[src/rtl/clken_pkg.sv]
// Shared types and constants for the clock-enable generator and lock sequencer.
package clken_pkg;

    // State encodings, exported so checkers can decode the debug state output.
    localparam logic [1:0] ST_WAIT_LOCK = 2'd0;
    localparam logic [1:0] ST_SETTLE    = 2'd1;
    localparam logic [1:0] ST_RUN       = 2'd2;

    // Two flops is the minimum that gives a usable MTBF on the raw lock flag.
    localparam int DEFAULT_SYNC_STAGES = 2;

    typedef enum logic [1:0] {
        WAIT_LOCK = ST_WAIT_LOCK,
        SETTLE    = ST_SETTLE,
        RUN       = ST_RUN
    } state_t;

endpackage

[src/rtl/clken_acc.sv]
// One clock-enable channel: phase accumulator, active/pending increment pair
// and the registered ce strobe.
//
// Strobe semantics: load and align are single-cycle pulses sampled on the
// rising edge; there is no back-pressure, every pulse is acted on in the
// cycle it is seen.
module clken_acc
    import clken_pkg::*;
#(
    parameter int ACC_W = 24
) (
    input  logic             clk,
    input  logic             rst,
    input  logic             run,      // sequencer in RUN and lock still present
    input  logic             en,       // channel run enable
    input  logic             align,    // zero the accumulator this cycle
    input  logic             load,     // capture inc_new as the pending increment
    input  logic [ACC_W-1:0] inc_new,
    output logic             ce
);

    logic [ACC_W-1:0] acc;
    logic [ACC_W-1:0] act;
    logic [ACC_W-1:0] pend;
    logic             flag;
    logic [ACC_W:0]   sum;
    logic             carry;
    logic             swap;

    assign sum   = {1'b0, acc} + {1'b0, act};
    assign carry = sum[ACC_W];

    // A pending increment only takes over at a period boundary (wrap) or when
    // the channel is not producing strobes, so no period is ever cut short.
    assign swap  = flag && (!run || !en || align || carry);

    // Accumulate while running and enabled; freeze when disabled; clear outside RUN.
    always_ff @(posedge clk) begin
        if (rst) begin
            acc <= '0;
            ce  <= 1'b0;
        end else if (!run || align) begin
            acc <= '0;
            ce  <= 1'b0;
        end else if (en) begin
            acc <= sum[ACC_W-1:0];
            ce  <= carry;
        end else begin
            ce  <= 1'b0;
        end
    end

    // Pending/active increment handover; align with load makes the new rate
    // live immediately since the accumulator restarts anyway.
    always_ff @(posedge clk) begin
        if (rst) begin
            act  <= '0;
            pend <= '0;
            flag <= 1'b0;
        end else if (load && align) begin
            act  <= inc_new;
            pend <= inc_new;
            flag <= 1'b0;
        end else begin
            if (swap) begin
                act <= pend;
            end
            if (load) begin
                pend <= inc_new;
                flag <= 1'b1;
            end else if (swap) begin
                flag <= 1'b0;
            end
        end
    end

endmodule

[src/rtl/clken_gen.sv]
// Clock-enable generator behind the DCM: synchronises the lock flag, waits for
// it to settle, then runs NUM_CH fractional-rate ce channels.
module clken_gen
    import clken_pkg::*;
#(
    parameter int NUM_CH        = 2,
    parameter int ACC_W         = 24,
    parameter int SETTLE_CYCLES = 1024,
    parameter int SYNC_STAGES   = DEFAULT_SYNC_STAGES
) (
    input  logic                    clk,
    input  logic                    rst,
    input  logic                    locked_in,
    input  logic [NUM_CH*ACC_W-1:0] inc,
    input  logic                    inc_load,
    input  logic [NUM_CH-1:0]       ch_en,
    input  logic                    phase_align,
    output logic                    ready,
    output logic [NUM_CH-1:0]       ce,
    output logic                    lock_lost,
    output logic [1:0]              dbg_state
);

    localparam int CNT_W = $clog2(SETTLE_CYCLES + 1);
    localparam logic [CNT_W-1:0] SETTLE_LAST = CNT_W'(SETTLE_CYCLES - 1);

    logic [SYNC_STAGES-1:0] sync_q;
    logic                   lock_s;
    state_t                 state;
    logic [CNT_W-1:0]       settle_cnt;
    logic                   run;

    assign lock_s    = sync_q[SYNC_STAGES-1];
    assign dbg_state = state;

    // Channels stop in the same cycle the synchronised lock drops, so ce is
    // forced low on the edge that also leaves RUN.
    assign run = (state == RUN) && lock_s;

    // Lock flag synchroniser: plain shift chain into the clk domain.
    always_ff @(posedge clk) begin
        if (rst) begin
            sync_q <= '0;
        end else begin
            sync_q <= {sync_q[SYNC_STAGES-2:0], locked_in};
        end
    end

    // Lock sequencer: WAIT_LOCK -> SETTLE -> RUN, any lock loss returns to WAIT_LOCK.
    always_ff @(posedge clk) begin
        if (rst) begin
            state      <= WAIT_LOCK;
            settle_cnt <= '0;
            ready      <= 1'b0;
            lock_lost  <= 1'b0;
        end else if (!lock_s) begin
            state      <= WAIT_LOCK;
            settle_cnt <= '0;
            ready      <= 1'b0;
            if (state == RUN) begin
                lock_lost <= 1'b1;
            end
        end else begin
            case (state)
                WAIT_LOCK: begin
                    settle_cnt <= '0;
                    ready      <= 1'b0;
                    state      <= SETTLE;
                end
                SETTLE: begin
                    if (settle_cnt == SETTLE_LAST) begin
                        settle_cnt <= '0;
                        ready      <= 1'b1;
                        state      <= RUN;
                    end else begin
                        settle_cnt <= settle_cnt + CNT_W'(1);
                    end
                end
                RUN: begin
                    ready <= 1'b1;
                end
                default: begin
                    settle_cnt <= '0;
                    ready      <= 1'b0;
                    state      <= WAIT_LOCK;
                end
            endcase
        end
    end

    // One accumulator channel per ce output.
    for (genvar g = 0; g < NUM_CH; g++) begin : g_ch
        clken_acc #(
            .ACC_W (ACC_W)
        ) u_acc (
            .clk     (clk),
            .rst     (rst),
            .run     (run),
            .en      (ch_en[g]),
            .align   (phase_align),
            .load    (inc_load),
            .inc_new (inc[g*ACC_W +: ACC_W]),
            .ce      (ce[g])
        );
    end

endmodule

[config.mk]
export PLATFORM = sky130hd
export DESIGN_NAME = clken_gen
export DESIGN_NICKNAME = d
export VERILOG_FILES = /design/src/rtl/clken_pkg.sv /design/src/rtl/clken_acc.sv /design/src/rtl/clken_gen.sv
export SDC_FILE = /design/constraint.sdc
export NUM_CORES = 1
export LEC_CHECK = 0
export CAP_MARGIN = 20
export CORE_UTILIZATION = 50
export DETAILED_ROUTE_END_ITERATION = 8
export GPL_TIMING_DRIVEN = 0
export PLACE_DENSITY = 0.77
export SETUP_SLACK_MARGIN = 0.4
export SLEW_MARGIN = 20
export SYNTH_ARGS = -nofsm -noshare
export SYNTH_HDL_FRONTEND = slang
export SYNTH_SLANG_ARGS = --single-unit
[constraint.sdc]
create_clock -name clk -period 3.7 [get_ports clk]
set_input_delay 0.74 -clock clk [delete_from_list [all_inputs] [get_ports clk]]
set_output_delay 0.74 -clock clk [all_outputs]
set_load 0.005 [all_outputs]
==> flow_summary_export.csv <==
group,metric,value,unit
outcome,status,"finished, final reports clean",
detailed_routing,via_per_inst,5.789,
synthesis,ys_seq_area_share,36.88,%
sta,slew_violations,0,
synthesis,ys.flop_type,"dfxtp_1",
min_path,min_path_type,"flop to flop",
clocking,ctsResizeCount,0,
synthesis,ys_types,62,
setup_path,path_cells,"ha_1 > fa_1 > a21o_1 > a21oi_2 > nor2_1 > o21ai_2 > o211ai_1 > nor3b_2 > or2_1 > buf_2 > buf_6 > a221oi_1",
grt,grt_pass1_vias,7445,
clocking,clk_pin_slew,0.07,ns
synthesis,netlist_area,8956,sq um
detailed_routing,wl_per_cell,16.80,um
clocking,cts_buffers,17,
floorplan,core,17420,sq um
setup_path,rrSetupSlack,0.69,ns
grt,grt_pass1_wl,36.94,mm
sta,slew_headroom,47.84,%
clocking,cts_sinks,165,
layout,finish.utilization,59.76,%
synthesis,syn-mean-instance-area,8.789,sq um
grt,overflow,0,
sta,rsz0062_at_grt,"false",
power,powerDensity,400.3,nW/um^2
clocking,root_buffer,"clkbuf_16",
layout,drive_gt1_share,6.853,%
placed_design,hpwlAfterDp,16.31,mm
setup_path,cp.required,4.03,ns
placed_design,place_congestion,0.9213,
floorplan,chipWidth,135.8,um
sta,tightest_slew,0.7824,ns
clocking,post_cts_buffers,0,
floorplan,io_pins,61,
grt,antenna_found_initial,0,
grt,grt_max_degree,17,
setup_path,crit_path_max_fanout,10,
synthesis,yosysTopAreaCell,"dfxtp_1",
sta,finalSetupViolations,0,
detailed_routing,antenna_left,0,
synthesis,synth_edf_count,0,
floorplan,rows,48,
sta,hold_violations,0,
floorplan,die_area,18450,sq um
synthesis,synthArstFlopShare,0,%
setup_path,cp_slowest_cell,"fa_1",
synthesis,synth_nets,1128,
grt,grtUsageTotal,25.73,%
clocking,htreeDepth,4,
sta,finalSetupTns,0,ns
clocking,hold_buffers,0,
layout,final_common_cell,"dfxtp_1",
sta,fmaxAchievable,332.4,MHz
detailed_routing,vias,7722,
setup_path,cp_slowest_stage_delay,0.42,ns
sta,clock_skew,0.01212,ns
setup_path,cp_data_arrival_time,3.34,ns
synthesis,synth_cells,1019,
clocking,cts_tree,"yes",
detailed_routing,drtIter0Drc,562,
setup_path,endpoint_kind,"flop",
synthesis,yosys_warnings,0,
clocking,insertion_delay,0.44,ns
floorplan,initial_core_util,51.42,%
synthesis,synth_seq_cells,165,
power,p_leak,4.368,nW
detailed_routing,routed_wl,22.41,mm
setup_path,worstSetupPathType,"flop to flop",
detailed_routing,drcViolationCount,0,
clocking,clockBufferDepth,2,
synthesis,ys_top_cells_by_area,"dfxtp_1 37%, mux2i_1 8.2%, ha_1 7.3%, o21ai_0 5.1%, nor2_1 5.0%",
layout,syn_to_final_growth,16.22,%
floorplan,die_h,135.8,um
sta,fin_crit,3.008,ns
sta,period_share,81.30,%
setup_path,worstSetupStartpointType,"flop",
power,ir_drop,0.3480,mV
placed_design,portBuffers,58,
layout,layout.nets,1205,
layout,layout_common_cells,"165 x dfxtp_1, 119 x nor2_1, 92 x o21ai_0",
detailed_routing,first_pass_iters,5,
run,max_cap_viol_count,0,
synthesis,synth_top_area_share,36.88,%
layout,antenna-diode-count,0,
[worst paths after layout]
path | startpoint | cells after the start | to
setup / recovery | g_ch[0].u_acc.act[0]$_SDFFE_PP0P_ | 12 | g_ch[0].u_acc.act[16]$_SDFFE_PP0P_
hold reg to reg | sync_q[0]$_SDFF_PP0_ | 1 | sync_q[1]$_SDFF_PP0_
hold / removal | sync_q[0]$_SDFF_PP0_ | 1 | sync_q[1]$_SDFF_PP0_
setup reg to reg | g_ch[0].u_acc.act[0]$_SDFFE_PP0P_ | 12 | g_ch[0].u_acc.act[16]$_SDFFE_PP0P_
[stage by stage]
stage | instances | hold WS, ns | instance area [sq um] | setup slack [ns] | power [mW]
floorplan | 1019 | 0.4138 | 8956 | 1.030 | 2.240
global placement | 1302 | 0.4205 | 9818 | 0.6158 | 2.389
detailed placement | 1302 | 0.4386 | 9818 | 0.5882 | 2.403
CTS | 1334 | 0.4533 | 10410 | 0.7096 | 4.173
global route | 1334 | 0.4746 | 10410 | 0.4965 | 4.310
finish | 1334 | 0.4531 | 10410 | 0.6919 | 4.167
[registers in the layout, summed over array words and instances (netlist names), 2 cells and up]
signal,flops
dbg_state,2
g_ch.u_acc.acc,48
g_ch.u_acc.act,48
g_ch.u_acc.ce,2
g_ch.u_acc.flag,2
g_ch.u_acc.pend,48
settle_cnt,11
sync_q,2
[worst max-delay path: cells and delay by family (launching register included)]
kind,cells,cell delay [ns]
buffers and inverters,2,0.33
adders and majority gates,2,0.66
DFF,1,0.31
and+or+nand+nor,3,0.50
AOI/OAI and AO/OA,5,1.07
[layout make-up]
cell class	instances	area (sq um)
Fill cell	1530	7008
Clock inverter	13	147.6
Buffer	67	325.3
Multi-Input combinational cell	751	5192
Sequential cell	165	3303
Timing Repair Buffer	58	580.6
Inverter	36	135.1
Clock buffer	19	442.9
Tap cell	225	281.5
[logic make-up after synthesis]
group	share of synthesized area (%)
compound gates	21.07
xor+xnor	4.596
fa+ha+maj	7.712
buf+inv	5.141
flops	36.88
mux	8.284
simple gates	16.32
[per-layer routing]
| layer | track usage [%] | vias up | wire (um) |
|---|---|---|---|
| met1 | 35.13 | 3673 | 10750 |
| met5 | 0 | - | 0 |
| met2 | 40.48 | 197 | 10070 |
| li1 | - | 3817 | - |
| met4 | 9.738 | 0 | 476 |
| met3 | 4.288 | 35 | 1112 |
[Yosys cell counts (7+ instances only)]
cell type and count:
o22a_1 23, nor2_1 119, xor2_1 24, o21a_1 7, a221oi_1 15, nand3b_1 34
nand3_1 47, mux2i_1 73, o21ai_0 92, nand2b_1 10, a221oi_2 12, a21o_1 21
clkbuf_1 44, nor3_1 7, xnor2_1 23, a21oi_1 61, nand2_1 40, ha_1 52
dfxtp_1 165, a211oi_1 11, inv_1 36, nor2b_1 10
[power breakdown]
part           internal (mW)  leakage (nW)  switching (mW)
sequential              1.85          1.35          0.0449
clock                   1.02         0.277           0.774
combinational          0.218          2.74           0.256
total                   3.09          4.37            1.08
Note: power is estimated with default switching activity, not from simulation.
